===== config.mk =====
export PLATFORM = sky130hd
export DESIGN_NAME = bldc_commutator_flat
export DESIGN_NICKNAME = d
export VERILOG_FILES = /design/src/rtl/bldc_pkg.sv /design/src/rtl/bldc_commutator_if.sv /design/src/rtl/bldc_commutator_hall_filter.sv /design/src/rtl/bldc_commutator.sv /design/src/flat_wrapper.sv
export SDC_FILE = /design/constraint.sdc
export NUM_CORES = 1
export LEC_CHECK = 0
export ABC_CLOCK_PERIOD_IN_PS = 7200
export CORE_ASPECT_RATIO = 1.25
export CORE_MARGIN = 10
export CORE_UTILIZATION = 62
export DETAILED_ROUTE_END_ITERATION = 10
export GPL_ROUTABILITY_DRIVEN = 0
export PLACE_DENSITY = 0.88
export SETUP_SLACK_MARGIN = 0.4
export SLEW_MARGIN = 20
export SYNTH_ARGS = -nofsm -noshare
export SYNTH_HDL_FRONTEND = slang
export SYNTH_SLANG_ARGS = --single-unit

===== constraint.sdc =====
create_clock -name CLK -period 7.2 [get_ports CLK]
set_input_delay 1.8 -clock CLK [delete_from_list [all_inputs] [get_ports CLK]]
set_output_delay 1.8 -clock CLK [all_outputs]
set_load 0.01 [all_outputs]

===== src/rtl/bldc_pkg.sv =====
// Shared types and constants for the six-step BLDC commutator.
// Pure declarations plus the commutation table helper; no timing of its own.
// No flow control; the commutator cannot stall its PWM source.
package bldc_pkg;

   typedef enum logic [1:0] {
      ST_IDLE,
      ST_DEAD,
      ST_DRIVE,
      ST_FAULT
   } state_t;

   typedef enum logic [1:0] {
      PH_A,
      PH_B,
      PH_C
   } phase_t;

   // Hall codes {Ha,Hb,Hc}; 000 and 111 never occur on a healthy motor.
   localparam logic [2:0] CODE_NONE = 3'b000;
   localparam logic [2:0] CODE_001  = 3'b001;
   localparam logic [2:0] CODE_010  = 3'b010;
   localparam logic [2:0] CODE_011  = 3'b011;
   localparam logic [2:0] CODE_100  = 3'b100;
   localparam logic [2:0] CODE_101  = 3'b101;
   localparam logic [2:0] CODE_110  = 3'b110;
   localparam logic [2:0] CODE_ALL  = 3'b111;

   // Bit positions inside GATE = {AH,AL,BH,BL,CH,CL}.
   localparam int AH = 5;
   localparam int AL = 4;
   localparam int BH = 3;
   localparam int BL = 2;
   localparam int CH = 1;
   localparam int CL = 0;

   function automatic logic code_valid(input logic [2:0] code);
      return (code != CODE_NONE) && (code != CODE_ALL);
   endfunction

   function automatic logic [5:0] high_bit(input phase_t ph);
      logic [5:0] m;
      case (ph)
         PH_A:    m = 6'b000001 << AH;
         PH_B:    m = 6'b000001 << BH;
         default: m = 6'b000001 << CH;
      endcase
      return m;
   endfunction

   function automatic logic [5:0] low_bit(input phase_t ph);
      logic [5:0] m;
      case (ph)
         PH_A:    m = 6'b000001 << AL;
         PH_B:    m = 6'b000001 << BL;
         default: m = 6'b000001 << CL;
      endcase
      return m;
   endfunction

   // Six-step table: forward rows as listed, reverse swaps high and low roles.
   function automatic logic [5:0] gate_map(input logic [2:0] code, input logic dir,
                                           input logic hi_on);
      phase_t     hi;
      phase_t     lo;
      phase_t     tmp;
      logic       known;
      logic [5:0] g;
      hi    = PH_A;
      lo    = PH_B;
      known = 1'b1;
      g     = '0;
      case (code)
         CODE_101: begin hi = PH_A; lo = PH_B; end
         CODE_100: begin hi = PH_A; lo = PH_C; end
         CODE_110: begin hi = PH_B; lo = PH_C; end
         CODE_010: begin hi = PH_B; lo = PH_A; end
         CODE_011: begin hi = PH_C; lo = PH_A; end
         CODE_001: begin hi = PH_C; lo = PH_B; end
         default:  known = 1'b0;
      endcase
      if (!dir) begin
         tmp = hi;
         hi  = lo;
         lo  = tmp;
      end
      if (known) begin
         g = (hi_on ? high_bit(hi) : 6'b000000) | low_bit(lo);
      end
      return g;
   endfunction

endpackage


===== src/rtl/bldc_commutator_if.sv =====
// Input/output bundle of the commutator: PWM/Hall/control in, gate drive out.
// Combinational wiring only.
// No flow control; every signal is level-sampled each clock.
interface bldc_commutator_if;
   logic       EN;
   logic       DIR;
   logic [2:0] HALL;
   logic       PWM;
   logic       FULL;
   logic [5:0] GATE;
   logic [2:0] SECTOR;
   logic       FAULT;

   modport master (output EN, DIR, HALL, PWM, FULL, input GATE, SECTOR, FAULT);
   modport slave  (input EN, DIR, HALL, PWM, FULL, output GATE, SECTOR, FAULT);
endinterface


===== src/rtl/bldc_commutator_hall_filter.sv =====
// Hall conditioning: 2-flop synchronizer then HALL_FILT-sample run-length debounce.
// A raw change reaches code 2 + HALL_FILT cycles later.
// No backpressure; code_seen marks that a code has been accepted since reset.
module hall_filter
   import bldc_pkg::*;
#(
   parameter int HALL_FILT = 4
) (
   input  logic       clk,
   input  logic       rst_n,
   input  logic [2:0] hall_raw,
   output logic [2:0] code,
   output logic       code_seen
);

   logic [2:0] sync1;
   logic [2:0] sync2;
   logic [1:0] sync_vld;
   logic [2:0] cand;
   logic [7:0] run_cnt;
   logic [7:0] run_nxt;

   // Length of the current run of identical synchronized samples, saturating.
   always_comb begin
      run_nxt = 8'd1;
      if (sync2 == cand) begin
         run_nxt = (run_cnt == 8'hFF) ? run_cnt : run_cnt + 8'd1;
      end
   end

   // Synchronizer shift, run tracking and acceptance of a stable code.
   // sync_vld keeps reset-cleared flops from counting as real samples.
   always_ff @(posedge clk) begin
      if (!rst_n) begin
         sync1     <= CODE_NONE;
         sync2     <= CODE_NONE;
         sync_vld  <= 2'b00;
         cand      <= CODE_NONE;
         run_cnt   <= 8'd0;
         code      <= CODE_NONE;
         code_seen <= 1'b0;
      end else begin
         sync1    <= hall_raw;
         sync2    <= sync1;
         sync_vld <= {sync_vld[0], 1'b1};
         if (sync_vld[1]) begin
            cand    <= sync2;
            run_cnt <= run_nxt;
            if (run_nxt >= 8'(HALL_FILT)) begin
               code      <= sync2;
               code_seen <= 1'b1;
            end
         end
      end
   end

endmodule


===== src/rtl/bldc_commutator.sv =====
// Six-step BLDC commutator: Hall-driven sector selection, dead-time, fault shutdown.
// GATE is registered one cycle after PWM/FULL; Hall changes act 2+HALL_FILT+1 cycles later.
// No backpressure. Optional stall timeout is compiled in with BLDC_STALL_DET_EN.
module bldc_commutator
   import bldc_pkg::*;
#(
   parameter int HALL_FILT = 4,
   parameter int DEAD      = 16,
   parameter int STALL_W   = 20
) (
   input logic               CLK,
   input logic               RST_N,
   bldc_commutator_if.slave  bus
);

   logic [2:0] code;
   logic       code_seen;
   logic       code_bad;

   state_t     state;
   state_t     state_nxt;
   logic [7:0] dead_cnt;
   logic [7:0] dead_cnt_nxt;
   logic [2:0] dead_code;
   logic [2:0] dead_code_nxt;
   logic [2:0] sector;
   logic [2:0] sector_nxt;
   logic       dir_q;
   logic       dir_nxt;
   logic [5:0] gate;
   logic [5:0] gate_nxt;
   logic       fault;
   logic       fault_nxt;
   logic       stall_hit;

   hall_filter #(
      .HALL_FILT (HALL_FILT)
   ) u_hall_filter (
      .clk       (CLK),
      .rst_n     (RST_N),
      .hall_raw  (bus.HALL),
      .code      (code),
      .code_seen (code_seen)
   );

   // The power-on 000 is not a fault; only a code the filter actually accepted is.
   assign code_bad = code_seen && !code_valid(code);

`ifdef BLDC_STALL_DET_EN
   logic [STALL_W-1:0] stall_cnt;
   logic [STALL_W-1:0] stall_inc;

   assign stall_inc = stall_cnt + {{(STALL_W-1){1'b0}}, 1'b1};
   assign stall_hit = &stall_inc;

   // Cycles spent in the current sector; any sector change leaves DRIVE and clears it.
   always_ff @(posedge CLK) begin
      if (!RST_N) begin
         stall_cnt <= '0;
      end else if (state == ST_DRIVE && state_nxt == ST_DRIVE) begin
         stall_cnt <= stall_inc;
      end else begin
         stall_cnt <= '0;
      end
   end
`else
   assign stall_hit = 1'b0;
`endif

   // Next state and next registered outputs; priority EN=0 > bad code > change > stall.
   always_comb begin
      state_nxt     = state;
      dead_cnt_nxt  = dead_cnt;
      dead_code_nxt = dead_code;
      sector_nxt    = sector;
      dir_nxt       = dir_q;
      case (state)
         ST_IDLE: begin
            if (bus.EN) begin
               if (code_bad) begin
                  state_nxt = ST_FAULT;
               end else if (code_valid(code)) begin
                  state_nxt     = ST_DEAD;
                  dead_cnt_nxt  = 8'd0;
                  dead_code_nxt = code;
               end
            end
         end
         ST_DEAD: begin
            if (!bus.EN) begin
               state_nxt = ST_IDLE;
            end else if (code_bad) begin
               state_nxt = ST_FAULT;
            end else if (code != dead_code) begin
               // A new sector arrived mid dead-time: restart the full off window.
               dead_cnt_nxt  = 8'd0;
               dead_code_nxt = code;
            end else if (dead_cnt == 8'(DEAD - 1)) begin
               state_nxt  = ST_DRIVE;
               sector_nxt = dead_code;
               dir_nxt    = bus.DIR;
            end else begin
               dead_cnt_nxt = dead_cnt + 8'd1;
            end
         end
         ST_DRIVE: begin
            if (!bus.EN) begin
               state_nxt = ST_IDLE;
            end else if (code_bad) begin
               state_nxt = ST_FAULT;
            end else if (code != sector || bus.DIR != dir_q) begin
               state_nxt     = ST_DEAD;
               dead_cnt_nxt  = 8'd0;
               dead_code_nxt = code;
            end else if (stall_hit) begin
               state_nxt = ST_FAULT;
            end
         end
         default: begin
            if (!bus.EN) begin
               state_nxt = ST_IDLE;
            end
         end
      endcase

      if (state_nxt == ST_IDLE || state_nxt == ST_FAULT) begin
         sector_nxt = CODE_NONE;
      end
      // Gates follow the next state so leaving DRIVE turns them off on that same edge.
      gate_nxt  = (state_nxt == ST_DRIVE) ? gate_map(sector_nxt, dir_nxt, bus.PWM | bus.FULL)
                                          : 6'b000000;
      fault_nxt = (state_nxt == ST_FAULT);
   end

   // State and output registers.
   always_ff @(posedge CLK) begin
      if (!RST_N) begin
         state     <= ST_IDLE;
         dead_cnt  <= 8'd0;
         dead_code <= CODE_NONE;
         sector    <= CODE_NONE;
         dir_q     <= 1'b0;
         gate      <= 6'b000000;
         fault     <= 1'b0;
      end else begin
         state     <= state_nxt;
         dead_cnt  <= dead_cnt_nxt;
         dead_code <= dead_code_nxt;
         sector    <= sector_nxt;
         dir_q     <= dir_nxt;
         gate      <= gate_nxt;
         fault     <= fault_nxt;
      end
   end

   assign bus.GATE   = gate;
   assign bus.SECTOR = sector;
   assign bus.FAULT  = fault;

endmodule


===== src/flat_wrapper.sv =====
// flat-port wrapper written by rule: the top's interface ports become plain ports
module bldc_commutator_flat import bldc_pkg::*;
#(
   parameter int HALL_FILT = 4,
   parameter int DEAD      = 16,
   parameter int STALL_W   = 20
)
  (CLK, RST_N, bus_EN, bus_DIR, bus_HALL, bus_PWM, bus_FULL, bus_GATE, bus_SECTOR, bus_FAULT);
  bldc_commutator_if bus_i ();
  input logic CLK;
  input logic RST_N;
  input wire logic [$bits(bus_i.EN)-1:0] bus_EN;
  input wire logic [$bits(bus_i.DIR)-1:0] bus_DIR;
  input wire logic [$bits(bus_i.HALL)-1:0] bus_HALL;
  input wire logic [$bits(bus_i.PWM)-1:0] bus_PWM;
  input wire logic [$bits(bus_i.FULL)-1:0] bus_FULL;
  output wire logic [$bits(bus_i.GATE)-1:0] bus_GATE;
  output wire logic [$bits(bus_i.SECTOR)-1:0] bus_SECTOR;
  output wire logic [$bits(bus_i.FAULT)-1:0] bus_FAULT;
  assign bus_i.EN = bus_EN;
  assign bus_i.DIR = bus_DIR;
  assign bus_i.HALL = bus_HALL;
  assign bus_i.PWM = bus_PWM;
  assign bus_i.FULL = bus_FULL;
  assign bus_GATE = bus_i.GATE;
  assign bus_SECTOR = bus_i.SECTOR;
  assign bus_FAULT = bus_i.FAULT;
  bldc_commutator #(.HALL_FILT(HALL_FILT), .DEAD(DEAD), .STALL_W(STALL_W)) u_core (.CLK(CLK), .RST_N(RST_N), .bus(bus_i));
endmodule

# Word-level counts from Yosys, hierarchy flattened
# Index checks and enable logic that the tools add are counted.
# word_totals
register_bits,47
# classes
add_sub_neg,2
magnitude_cmp,1
n_eq_ne,29
n_mux,57
bitwise_logic,2
reduce_logical,20
# op_table
operator,n
2-to-1 mux 8 bit,12
2-to-1 mux 3 bit,15
2-to-1 mux 2 bit,13
one-hot mux 8 bit (3 select lines),1
AND reduction 10 bit,2
2-to-1 mux 6 bit,3
"adder 8 x 1 -> 8 bit, second input constant",2
"inequality test 2 bit, second input constant",6
one-hot mux 6 bit (2 select lines),1
one-hot mux 5 bit (2 select lines),1
"== test 3 bit, second input constant",3
one-hot mux 3 bit (3 select lines),1
"== test 8 x 4 -> 1 bit, second input constant",1
"== test 8 bit, second input constant",1
"greater-or-equal comparator 8 x 3 -> 1 bit, second input constant",1
zero test 2 bit,4
one-hot mux 2 bit (2 select lines),2
OR reduction 2 bit,4
2-to-1 mux 1 bit,7
"== test 2 x 1 -> 1 bit, second input constant",3
"== test 2 bit, second input constant",3
"== test 3 x 2 -> 1 bit, second input constant",2
"inequality test 2 x 1 -> 1 bit, second input constant",3
inequality test 3 bit,2
15 further kinds,18

# Depth between registers and ports, before layout
# Gate-level depths: netlist of the first run.
# logic_depth
depth_word,19
mapped_depth,13
depth_no_buf,12

# By module
# Synthesis of the first run repeated with hierarchy kept, for this count alone.
# hier_totals
cells_unflattened,283
hier_area_um2,2474.9
# modules_own_cells
mod,n_inst,cells_each,area_per_inst_um2,seq_area_each_um2
bldc_commutator,1,165,1431.4,480.5
hall_filter,1,118,1043.5,460.4

# Worst setup path after synthesis of the first run
# OpenSTA, ideal clock, no wires.
# synth_timing
kind,input -> register
from,input bus_DIR
to,register u_core.gate[4] (netlist: u_core.bus.GATE[4])
setup_time_ns,0.130
arrival_time_ns,3.675
setup_slack_ns,3.395
stages,11
path_cell_list,xor2_1 > nor4_1 > nor2_1 > o21ai_0 > and2_1 > ha_1 > buf_2 > nand2b_1 > mux2i_1 > or2_2 > o22ai_1
# synth_via
elab_chain_cells,17
elab_cells_between_ends,37
classes_between,eq/ne: 10; mux: 16; bitwise: 1; reduce/logical: 10
# synth_rtl
item,line_no,source
start: declaration,flat_wrapper.sv:13,input wire logic [$bits(bus_i.DIR)-1:0] bus_DIR;
inequality test 1 bit *,bldc_commutator.sv:111,end else if (code != sector || bus.DIR != dir_q) begin
logical OR 1 bit *,bldc_commutator.sv:111,
2-to-1 mux 2 bit *,bldc_commutator.sv:111,
2-to-1 mux 2 bit *,bldc_commutator.sv:109,end else if (code_bad) begin
2-to-1 mux 2 bit *,bldc_commutator.sv:107,if (!bus.EN) begin
one-hot mux 2 bit (3 select lines) *,bldc_commutator.sv:77,case (state)
named net u_core.state_nxt[1],bldc_commutator.sv:21,state_t state_nxt;
== test 2 bit or zero test 2 bit (tied branches),bldc_commutator.sv:126,if (state_nxt == ST_IDLE || state_nxt == ST_FAULT) begin
[... 2 more ...],n/a,
== test 3 x 2 -> 1 bit (tied with other cells),bldc_pkg.sv:73,case (code)
OR reduction 2 bit (no line),n/a,
one-hot mux 2 bit (2 select lines),bldc_pkg.sv:73,
2-to-1 mux 2 bit,bldc_pkg.sv:82,if (!dir) begin
== test 2 x 1 -> 1 bit or zero test 2 bit (tied branches),bldc_pkg.sv:53,case (ph)
one-hot mux 5 bit (2 select lines),bldc_pkg.sv:53,
2-to-1 mux 6 bit,bldc_pkg.sv:87,if (known) begin
bitwise OR 6 bit,bldc_pkg.sv:88,g = (hi_on ? high_bit(hi) : 6'b000000) | low_bit(lo);
end signal: assignment,bldc_commutator.sv:151,gate <= gate_nxt;
end: declaration,bldc_commutator.sv:30,logic [5:0] gate;
# Mark *: on every way through the listed nets, which the timed path passes. The rest lies on a longest branch. The select of a mux whose other input is x is not followed.
# A chain may end at the register's enable or synchronous reset.

# Worst setup path after layout of the first run
# layout_timing
from,input bus_DIR
to,register u_core.gate[2] (netlist: u_core.bus.GATE[2])
# The elaborated chain is that of the path after synthesis.

==> flow_results.org, run 1 <==
** Timing
- Max Fclk :: 221.8 MHz
- Hold_ws :: 439.3 ps
- Setup repair after global routing left no endpoint under its margin.
- The worst pin sits at a relative slew slack of 44.29%.
- The count of pins over their slew limit was 0.
- Fin Clk Skew :: 12.87 ps
- Post-route minimum period :: 4508 ps
- Fraction of the cycle the final worst path needs :: between 60% and 70%
- Final Hold Viols :: 0
- In the final timing run, aggregate negative setup slack is 0 ps.
- Measured slew at the worst slew-check pin :: 830.0 ps
- Setup violations remaining at the end of the flow were counted as 0.

** Global routing
- Global-route usage over all layers :: 14.98%
- Largest net degree at the start of global routing :: 40
- First-pass GRT wire length :: 7928 um
- Overflow after GRT :: 0
- The number of global-route vias before repair was 1783.
- The number of antenna violations at the first check in global routing was 0.

** Run status
- Status :: complete, no violations

** Floorplan
- Die Wd :: roughly 75 um
- Core outline area :: roughly 0.0037 mm^2
- The die covers 0.006689 mm^2.
- Measured along the y axis, the die boundary spans around 90 um.
- Effective utilization at floorplan :: 63.39%
- Row generation in the floorplan step produced 25 rows.
- In this run the count of I/O pins placed on the die edge is 19.

** Clock network
- Root buffer cell :: clkbuf_8
- Gates resized during post-CTS repair numbered 0.
- Worst-Skew Late Latency :: 310 ps
- Clock sink count :: 47
- Clock-pin slew was measured on the worst setup and hold paths at 80 ps.
- Number of buffers inserted during clock tree synthesis :: 5
- TritonCTS clock tree :: built
- The H-tree was split into 2 levels.
- Setup bufs post-CTS :: 0
- Number of hold buffers added after CTS :: 0
- Clock buffer depth :: 2

** Placed design
- Detailed placement ended at an HPWL of 3316 um.
- Once placement completed, the tool counted placed cells totaling 318.
- Port buffering added 18 buffers.

** Worst hold path
- Class of the tightest hold or removal check :: reg -> reg

** Logic synthesis
- Synthesis instantiated 55 different standard cells from the library.
- After synthesis, flip-flops and latches occupy between 30 and 40% of the total area.
- Post-synth top flop :: dfxtp_1
- For this run, asynchronously set or reset flops after synthesis account for 0%.
- Number of synthesized flops with an enable pin :: 0
- After technology mapping, the gate count stands at 268.
- In this run, synthesis produced a sequential element count of 47.
- Syn Nets :: 281
- Avg Synthesized Cell Area :: about 8.8 um^2
- Synthesized area :: 0.002360 mm^2
- During synthesis, Yosys emitted a total of 0 warnings.

** Drt
- The detailed router finished its first iteration with roughly 170 violations.
- In the routed design, unresolved DRC markers number 0.
- Total iterations of the first detailed-routing run :: 4
- Wire length per cell after detailed routing :: 14.76 um
- For this block, the routed nets add up to 4811 um of wire.
- Using the TritonRoute via totals, the vias-per-cell ratio works out to 5.911.
- The routed layout has 1927 vias.
- The detail route stage leaves a number of antenna-violating nets equal to 0.

** Critical path
- Buf/Inv on CP :: 2
- CP Max Fanout :: 12
- The critical path in this run is classified as in -> reg.
- Critical Path Source Type :: primary input
- Signal arrival time at the worst endpoint :: between 4000 and 5000 ps
- For this design, the slowest cell found on the critical path is clkdlybuf4s50_1.
- Critical path cell sequence :: clkdlybuf4s50_1 -> xor2_1 -> nor4_1 -> nand3b_1 -> nand2_1 -> a221oi_1 -> inv_1 -> ha_1 -> or2b_1 -> mux2i_2 -> or4_1 -> a21oi_1
- Endpoint class of the critical path :: register
- On the critical path the largest part of the delay comes from simple AND/OR/NAND/NOR gates.
- Required time at the worst-slack endpoint :: 7430 ps
- In this design, the stage delay of the slowest critical-path cell is roughly 600 ps.

** Power
- Ratio of total power to cell area :: 192.6 mW/mm^2
- Total power for the finished layout comes to 516.2 uW.
- Largest voltage drop on the vdd net :: around 0.00013 V
- For this design the static power due to leakage is 0.9970 nW.

** Layout
- Once layout is complete, the cells apart from fillers number 326.
- Final core utilization :: roughly 72%
- Layout net count :: 298
- 0 antenna diodes ended up in the layout.
- Layout cells sized above 1 :: 10.14%
- Layout overhead on the synthesized area :: 13.57%

** Flow run
- Max capacitance violation total :: 0
[synth_stat cells (all sizes together) (7+ instances only)]
| library cell | n | area share (%) |
|---|---|---|
| nor2b | 7 | 1.9 |
| nand3 | 17 | 3.6 |
| xor2 | 12 | 4.5 |
| o21ai | 15 | 3.2 |
| nor2 | 18 | 3.2 |
| and3 | 8 | 2.2 |
| nand2 | 21 | 3.3 |
| dfxtp | 47 | 40 |
| mux2i | 9 | 4.0 |
| nand2b | 7 | 1.9 |
| and2 | 15 | 4.0 |
[registers in the layout, indices dropped and copies added (netlist names)]
name / cells
u_core.u_hall_filter.sync2: 3
u_core.dead_cnt: 8
u_core.dead_code: 3
u_core.u_hall_filter.run_cnt: 8
u_core.u_hall_filter.code_seen: 1
u_core.u_hall_filter.sync_vld: 2
u_core.bus.FAULT: 1
u_core.bus.SECTOR: 3
u_core.u_hall_filter.code: 3
u_core.bus.GATE: 6
u_core.u_hall_filter.sync1: 3
u_core.state: 2
u_core.dir_q: 1
u_core.u_hall_filter.cand: 3
[cell usage in the layout, fill, tap and decap left out, types with 2 or more instances in the layout]
master	instances
dfxtp_1	47
nand2_1	21
clkdlybuf4s50_1	18
nand3_1	17
nor2_1	17
o21ai_0	14
and2_1	14
xor2_1	12
mux2i_1	8
nor2b_1	7
nand2b_1	7
a21oi_1	6
inv_1	6
or2_2	6
and3_1	6
nand4_1	5
clkbuf_8	5
nor3_1	4
nor3b_1	4
o22ai_1	4
a21boi_0	4
ha_1	4
or2b_1	3
nand3b_1	3
xnor2_1	3
o21a_1	3
a31oi_1	3
or3_2	2
a21o_1	2
and3_2	2
o211ai_1	2
a311oi_1	2
bufinv_16	2
[layer usage]
metal  wire, um  part of all wire (%)  GRT usage (%)
met3        167                   3.5          3.556
met5          0                     0              0
met4         99                   2.1          6.937
met1       2141                    45          16.74
met2       2403                    50          26.02
[path summary, 6_finish.rpt]
kind,start,endpoint,slack (ps),cells after the start
setup / recovery,bus_DIR,u_core.bus.GATE[2]$_SDFF_PN0_,2690,12
hold / removal,u_core.u_hall_filter.sync1[0]$_SDFF_PN0_,u_core.u_hall_filter.sync2[0]$_SDFF_PN0_,440,1
setup reg to reg,u_core.u_hall_filter.code[0]$_SDFFE_PN0P_,u_core.bus.GATE[2]$_SDFF_PN0_,4060,9
hold reg to reg,u_core.u_hall_filter.sync1[0]$_SDFF_PN0_,u_core.u_hall_filter.sync2[0]$_SDFF_PN0_,440,1
[area by class of cell]
| cell class | count | area, um^2 |
|---|---|---|
| clock inverter | 3 | 67.56 |
| inverter | 6 | 22.52 |
| sequential | 47 | 940.9 |
| fill | 291 | 1042 |
| timing repair buffer | 19 | 187.7 |
| clock buffer | 5 | 68.82 |
| tap | 40 | 50.05 |
| multi-input combinational | 206 | 1343 |
[power breakdown]
part,switching (mW),internal (mW)
sequential,0.00288,0.263
combinational,0.0108,0.00991
clock,0.0915,0.138
[cells by family (layout without fill, tap and decap cells)]
| kind of cell | count (synthesis) | in the layout | synth area share (%) |
|---|---|---|---|
| compound gates | 50 | 50 | 14.00 |
| xor+xnor | 15 | 15 | 5.568 |
| fa+ha+maj | 4 | 4 | 2.121 |
| buf+inv | 15 | 33 | 3.234 |
| flops | 47 | 47 | 39.87 |
| mux | 10 | 10 | 4.454 |
| simple gates | 127 | 127 | 30.75 |
[stage by stage]
step           setup WS, ps  area [um^2]
4_1_cts                2714         2680
2_1_floorplan          3395         2360
3_3_place_gp           2527         2544
3_5_place_dp           2407         2544
6_report               2692         2680
5_1_grt                2499         2680
(Power assumes the default switching activity.)
==> run 2, diff against run 1 <==
--- a/config.mk
+++ b/config.mk
@@ -5,13 +5,13 @@
 export SDC_FILE = /design/constraint.sdc
 export NUM_CORES = 1
 export LEC_CHECK = 0
-export ABC_CLOCK_PERIOD_IN_PS = 7200
+export ABC_CLOCK_PERIOD_IN_PS = 3700
 export CORE_ASPECT_RATIO = 1.25
 export CORE_MARGIN = 10
-export CORE_UTILIZATION = 62
+export CORE_UTILIZATION = 52
 export DETAILED_ROUTE_END_ITERATION = 10
 export GPL_ROUTABILITY_DRIVEN = 0
-export PLACE_DENSITY = 0.88
+export PLACE_DENSITY = 0.79
 export SETUP_SLACK_MARGIN = 0.4
 export SLEW_MARGIN = 20
 export SYNTH_ARGS = -nofsm -noshare
==> constraint.sdc (replaced) <==
create_clock -name CLK -period 3.7 [get_ports CLK]
set_input_delay 0.925 -clock CLK [delete_from_list [all_inputs] [get_ports CLK]]
set_output_delay 0.925 -clock CLK [all_outputs]
set_load 0.01 [all_outputs]
==> flow_results.org, run 2 (synthesis gave the netlist of run 1 again) <==
** Drt
- DRT iter0 DRCs :: 73 (-58%)
- The number of remaining DRC errors came to 0 (unchanged).
- The vias after detailed routing was 1923 (-0.21%).
- Wire length per cell after detailed routing :: 14.07 um (-4.6%)
- The wire length reported by the detailed router came to 4912 um (+2.1%).
- Via density per instance :: 5.510 (-6.8%)
- Total iterations of the first detailed-routing run :: 5 (+1)
- Routed Antenna Nets :: 0 (unchanged)

** Clock network
- TritonCTS built the clock tree.
- H-Tree Depth :: 2 (unchanged)
- The deepest clock path buffer count came to 2 (unchanged).
- The post-CTS setup buffer count is 0 (unchanged).
- Number of buffers inserted during clock tree synthesis :: 5 (unchanged)
- The root buffer cell chosen for the clock tree is clkbuf_8.
- The insertion delay of the later-clocked pin in the worst-skew pair is 310 ps (about the same).
- The register clock-pin slew on the reported worst setup and hold paths came to 90 ps (about the same).
- The number of clock sinks is 47 (unchanged).

** Power
- Largest voltage drop on the vdd net :: 0.0002580 V (+100%)
- The static leakage is 1.003 nW (+0.57%).
- Switching fraction of total power :: 23.63% (+3.2 points)
- The combinational power share is 4.8% (+0.8 points).
- The internal cell power is 666.6 uW (+62%).
- Ratio of total power to cell area :: 320.3 mW/mm^2 (+66%)
- The switching power summed over all nets is 206.2 uW (+96%).
- Power share of the clock group :: 36.0% (-8.5 points)
- Sequential cell fraction of total power :: 59.2% (+7.7 points)

** Critical path
- The count of cells along the worst register-to-register path is 9 (unchanged).
- The worst setup path is launched from a primary input.
- Required time at the worst-slack endpoint :: 3940 ps (-3490 ps)
- The data arrival time of the critical path was 3340 ps (-1400 ps).
- The maximum fanout count along the critical path is 8 (-4).
- By startpoint and endpoint, the worst setup path is classified as in -> reg.
- The worst setup path is captured at a register.

** Placed design
- The instance area at placement is 0.002604 mm^2 (+2.4%).
- Port Buf Inserts :: 18 (unchanged)
- HPWL reported at the end of detailed placement :: 3565 um (+7.5%)

** Timing
- The count of pins over their slew limit came to 0 (unchanged).
- The transition time of the tightest slew-check pin is 731.1 ps (-98.89 ps).
- Setup TNS :: 0 ps (unchanged)
- Final count of negative-setup-slack endpoints :: 0 (unchanged)
- Post-route minimum period :: 3101 ps
- Fin Clk Skew :: 7.623 ps (-5.245 ps)
- Max transition margin :: 50.93% (+6.6 points)
- Max Fclk :: 322.4 MHz
- Fraction of the cycle the final worst path needs :: 83.82%
- The final hold violation count was 0 (unchanged).
- Setup repair after global routing left no endpoint under its margin.
- Hold_ws :: 440.5 ps (+1.205 ps)

** Layout
- Final standard cell area without fillers :: 0.002725 mm^2 (+1.7%)
- From synthesis to final layout, the design area changed by 15.48%.
- Layout net count :: 303 (+1.7%)
- In the layout the commonest cells are 47 x dfxtp_1, 21 x nand2_1, 18 x clkdlybuf4s50_1.
- Commonest non-fill, non-tap cell in the layout :: dfxtp_1
- The number of diodes added for antenna fixing came to 0 (unchanged).
- The fraction of layout instances using a drive strength above 1 is 13.06% (+2.9 points).

** Worst hold path
- The path class of the tightest hold or removal check is reg -> reg.
- The depth of the worst hold-timing path came to 1 (unchanged).

** Global routing
- First-pass GRT wire length :: 8211 um (+3.6%)
- Global-route usage over all layers :: 13.32% (-1.7 points)
- Overflow after GRT :: 0 (unchanged)
- The number of antenna violations at the first check in global routing came to 0 (unchanged).
- Number of global-route vias before repair :: 1766 (-0.95%)
- The pin count of the biggest net entering global routing came to 38 (-5.0%).

** Floorplan
- The standard cell core area is 0.004392 mm^2 (+18%).
- The vertical die dimension came to 95.32 um (+7.1%).
- # IOs :: 19 (unchanged)
- Total die area :: 0.007649 mm^2 (+14%)
- The number of placement rows was 27 (+8.0%).
- Die Wd :: 80.25 um (+6.7%)
- Effective utilization at floorplan :: 53.73% (-9.7 points)

** Flow run
- Max capacitance violation total :: 0 (unchanged)

** Run status
- Status :: complete, no violations
run 2: cell count changes in the layout (fill, tap and decap cells not counted), sizes merged:
cell,change
buf,+5
bufinv,-2
clkinvlp,+1
inv,+1
run 2: power by group through the flow:
stage / Combinational (mW) / Sequential, mW / Clock [mW]
after CTS: 0.0420 / 0.517 / 0.327
after detailed placement: 0.0416 / 0.529 / 0
final: 0.0418 / 0.517 / 0.314
after global placement: 0.0404 / 0.529 / 0
after floorplan: 0.0270 / 0.526 / 0
after global routing: 0.0478 / 0.518 / 0.348
run 2: per-stage QoR:
stage / instances / util, % / setup WS, ps / total power [mW]
after global routing: 349 / 62.05 / 395.3 / 0.9136
after detailed placement: 341 / 59.29 / 103.4 / 0.5705
after global placement: 341 / 59.29 / 178.1 / 0.5690
final: 349 / 62.05 / 598.6 / 0.8728
after CTS: 349 / 61.40 / 432.8 / 0.8861
after floorplan: 268 / - / 769.7 / 0.5530
run 2: per-layer routing:
metal  vias to the layer above  routed length, um  track usage (%)
li1                        989                  -                -
met1                       909               2196            15.08
met2                        17               2525            23.26
met3                         8                124            3.672
met4                         0                 66            4.853
met5                         -                  0                0
run 2: path summary, 6_finish.rpt:
path | startpoint | to | slack [ps]
setup / recovery | bus_DIR | u_core.bus.GATE[2]$_SDFF_PN0_ | 600
setup reg to reg | u_core.u_hall_filter.code[0]$_SDFFE_PN0P_ | u_core.bus.GATE[2]$_SDFF_PN0_ | 980
hold reg to reg | u_core.u_hall_filter.sync1[1]$_SDFF_PN0_ | u_core.u_hall_filter.sync2[1]$_SDFF_PN0_ | 440
hold / removal | u_core.u_hall_filter.sync1[1]$_SDFF_PN0_ | u_core.u_hall_filter.sync2[1]$_SDFF_PN0_ | 440
run 2: worst max-delay path: stages:
cell	delay, ps
clkdlybuf4s50_1	490
xor2_1	190
nor4_2	70
nand3b_1	90
nand2_1	70
a221oi_2	260
inv_1	110
ha_4	310
or2b_1	120
mux2i_2	70
or4_1	490
a21oi_1	140
run 2: timing repair:
action,CTS,global route
resized for setup,0,5
hold endpoints to repair,0,0
hold buffers,0,0
endpoints found under the setup margin,0,8
run 2: area by class of cell:
type	instances	area, um^2
multi-input cells	206	1371
well taps	58	72.57
clock inverters	3	23.77
repair buffers	24	225.2
flip-flops and latches	47	940.9
fillers	392	1667
inverters	6	22.52
clock buffers	5	68.82
==> run 3, diff against run 2 <==
--- a/config.mk
+++ b/config.mk
@@ -5,7 +5,7 @@
 export SDC_FILE = /design/constraint.sdc
 export NUM_CORES = 1
 export LEC_CHECK = 0
-export ABC_CLOCK_PERIOD_IN_PS = 3700
+export ABC_CLOCK_PERIOD_IN_PS = 2700
 export CORE_ASPECT_RATIO = 1.25
 export CORE_MARGIN = 10
 export CORE_UTILIZATION = 52
==> constraint.sdc (replaced) <==
create_clock -name CLK -period 2.7 [get_ports CLK]
set_input_delay 0.675 -clock CLK [delete_from_list [all_inputs] [get_ports CLK]]
set_output_delay 0.675 -clock CLK [all_outputs]
set_load 0.01 [all_outputs]
==> flow_results.org, run 3 (synthesis gave the netlist of run 1 again) <==
** Timing
- Setup TNS :: 0 ps (unchanged)
- The final hold violation count was 0 (unchanged).
- Measured slew at the worst slew-check pin :: 539.9 ps (-191.2 ps)
- Fraction of the cycle the final worst path needs :: 93.69%
- Max transition margin :: 62.98% (+12 points)
- Fin Clk Skew :: 13.50 ps (+5.881 ps)
- The count of pins over their slew limit was 0 (unchanged).
- Based on the critical path, the design can be clocked at up to 395.3 MHz.
- The routed design could run at a clock period as short as 2530 ps.
- Final count of negative-setup-slack endpoints :: 0 (unchanged)
- Setup repair after global routing could not meet its margin everywhere.

** Clock network
- The insertion delay of the later-clocked pin in the worst-skew pair is 300 ps (about the same).
- H-Tree Depth :: 2 (unchanged)
- The tree is rooted in a clkbuf_8.
- The number of buffers inserted during clock tree synthesis is 5 (unchanged).
- The deepest clock path buffer count is 2 (unchanged).
- The number of buffers added to fix hold violations after cts came to 0 (unchanged).
- Clock sink count :: 47 (unchanged)
- Reg clk slew, reported paths :: 90 ps (about the same)
- TritonCTS built the clock tree.

** Drt
- DRT iter0 DRCs :: 90 (+23%)
- The vias after detailed routing is 2088 (+8.6%).
- The count of TritonRoute iterations in the first routing pass is 6 (+1).
- The wire length reported by the detailed router is 5655 um (+15%).
- Routed Antenna Nets :: 0 (unchanged)
- The average routed wire per standard cell was 15.04 um (+6.9%).
- Remaining routing DRC violations :: 0 (unchanged)
- Via density per instance :: 5.553 (+0.78%)

** Power
- The static leakage is 1.203 nW (+20%).
- The power after layout was 1.295 mW (+48%).
- The worst-case vdd ir drop came to 0.0004013 V (+56%).
- Ratio of total power to cell area :: 414.5 mW/mm^2 (+29%)

** Layout
- Layout net count :: 330 (+8.9%)
- The library cell used most frequently in the layout, excluding fill and tap cells, is dfxtp_1.
- Layout overhead on the synthesized area :: 32.34%
- In the layout the commonest cells are 39 x dfxtp_1, 32 x buf_4, 19 x nand2_1.
- ANT cells :: 0 (unchanged)
- The fraction of layout instances using a drive strength above 1 is 30.19% (+17 points).

** Floorplan
- The total die area was 0.007649 mm^2 (unchanged).
- # IOs :: 19 (unchanged)
- The width of the chip came to 80.25 um (unchanged).
- The number of placement rows came to 27 (unchanged).
- Effective utilization at floorplan :: 53.73% (unchanged)
- The vertical die dimension came to 95.32 um (unchanged).
- The standard cell core area is 0.004392 mm^2 (unchanged).

** Critical path
- Classification of the worst setup path :: reg -> reg
- STA classifies the critical path endpoint as a register.
- Signal arrival time at the worst endpoint :: 2780 ps (-560 ps)
- Critical Path Source Type :: register
- The maximum fanout count along the critical path is 5 (-3).
- The data required time at the worst endpoint was 2950 ps (-990 ps).

** Flow run
- The total of max-cap violations was 0 (unchanged).

** Global routing
- Largest net degree at the start of global routing :: 39 (+2.6%)
- Overflow after GRT :: 0 (unchanged)
- Number of global-route vias before repair :: 1977 (+12%)
- The first-pass GRT wire length came to 9294 um (+13%).
- The total track usage is 15.14% (+1.8 points).
- Antenna violations before repair :: 0 (unchanged)

** Placed design
- Port Buf Inserts :: 18 (unchanged)
- The post-DP HPWL was 3749 um (+5.2%).

** Run status
- The run finished with clean final reports.

** Worst hold path
- Class of the tightest hold or removal check :: reg -> reg
## run 3: worst paths after layout
| path | startpoint | endpoint | slack, ps | cells after the start |
|---|---|---|---|---|
| max | u_core.u_hall_filter.code[0]$_SDFFE_PN0P_ | u_core.bus.GATE[2]$_SDFF_PN0_ | 170 | 9 |
| min | u_core.u_hall_filter.sync1[2]$_SDFF_PN0_ | u_core.u_hall_filter.sync2[2]$_SDFF_PN0_ | 440 | 1 |
| max reg2reg | u_core.u_hall_filter.code[0]$_SDFFE_PN0P_ | u_core.bus.GATE[2]$_SDFF_PN0_ | 170 | 9 |
| min reg2reg | u_core.u_hall_filter.sync1[2]$_SDFF_PN0_ | u_core.u_hall_filter.sync2[2]$_SDFF_PN0_ | 440 | 1 |
## run 3: cell type report
class / instances / area (um^2)
clock inverter: 3 / 47.55
sequential: 47 / 955.9
fill: 325 / 1269
multi-input combinational: 206 / 1529
inverter: 6 / 22.52
tap: 58 / 72.57
clock buffer: 5 / 68.82
timing repair buffer: 51 / 426.7
## run 3: routing by layer
layer	wire [um]	vias to the layer above	track usage (%)
met1	2280	982	15.94
li1	-	1043	-
met3	207	21	3.955
met2	2925	42	26.88
met4	242	0	8.088
met5	0	-	0
## run 3: repair_timing
item,in CTS,in global routing
setup endpoints to repair,14,10
setup buffers,8,4
gates resized for setup,20,16
pin swaps,11,11
gates cloned,0,0
## run 3: per-stage QoR
step	instances	worst slack, ps	utilization, %	area [um^2]	hold WS (ps)
floorplan	268	203.0	-	2441	411.9
global placement	356	-329.8	63.56	2791	413.6
detailed placement	356	-389.1	63.56	2791	418.1
CTS	372	174.8	68.77	3020	444.9
global route	376	101.4	71.11	3123	454.0
finish	376	170.3	71.11	3123	439.0
## run 3: power breakdown
part / internal (mW) / switching (mW) / total [mW]
combinational: 0.0329 / 0.0321 / 0.0650
sequential: 0.699 / 0.00738 / 0.706
clock: 0.281 / 0.243 / 0.524
total: 1.01 / 0.283 / 1.29
## run 3: critical path, cell delays in order (launching register included)
cell and delay, ps:
dfxtp_4 380, or3_4 390, a21bo_4 230, a221oi_4 280, inv_2 80, ha_4 280
or2b_1 110, mux2i_2 80, or4_4 520, a21oi_2 130
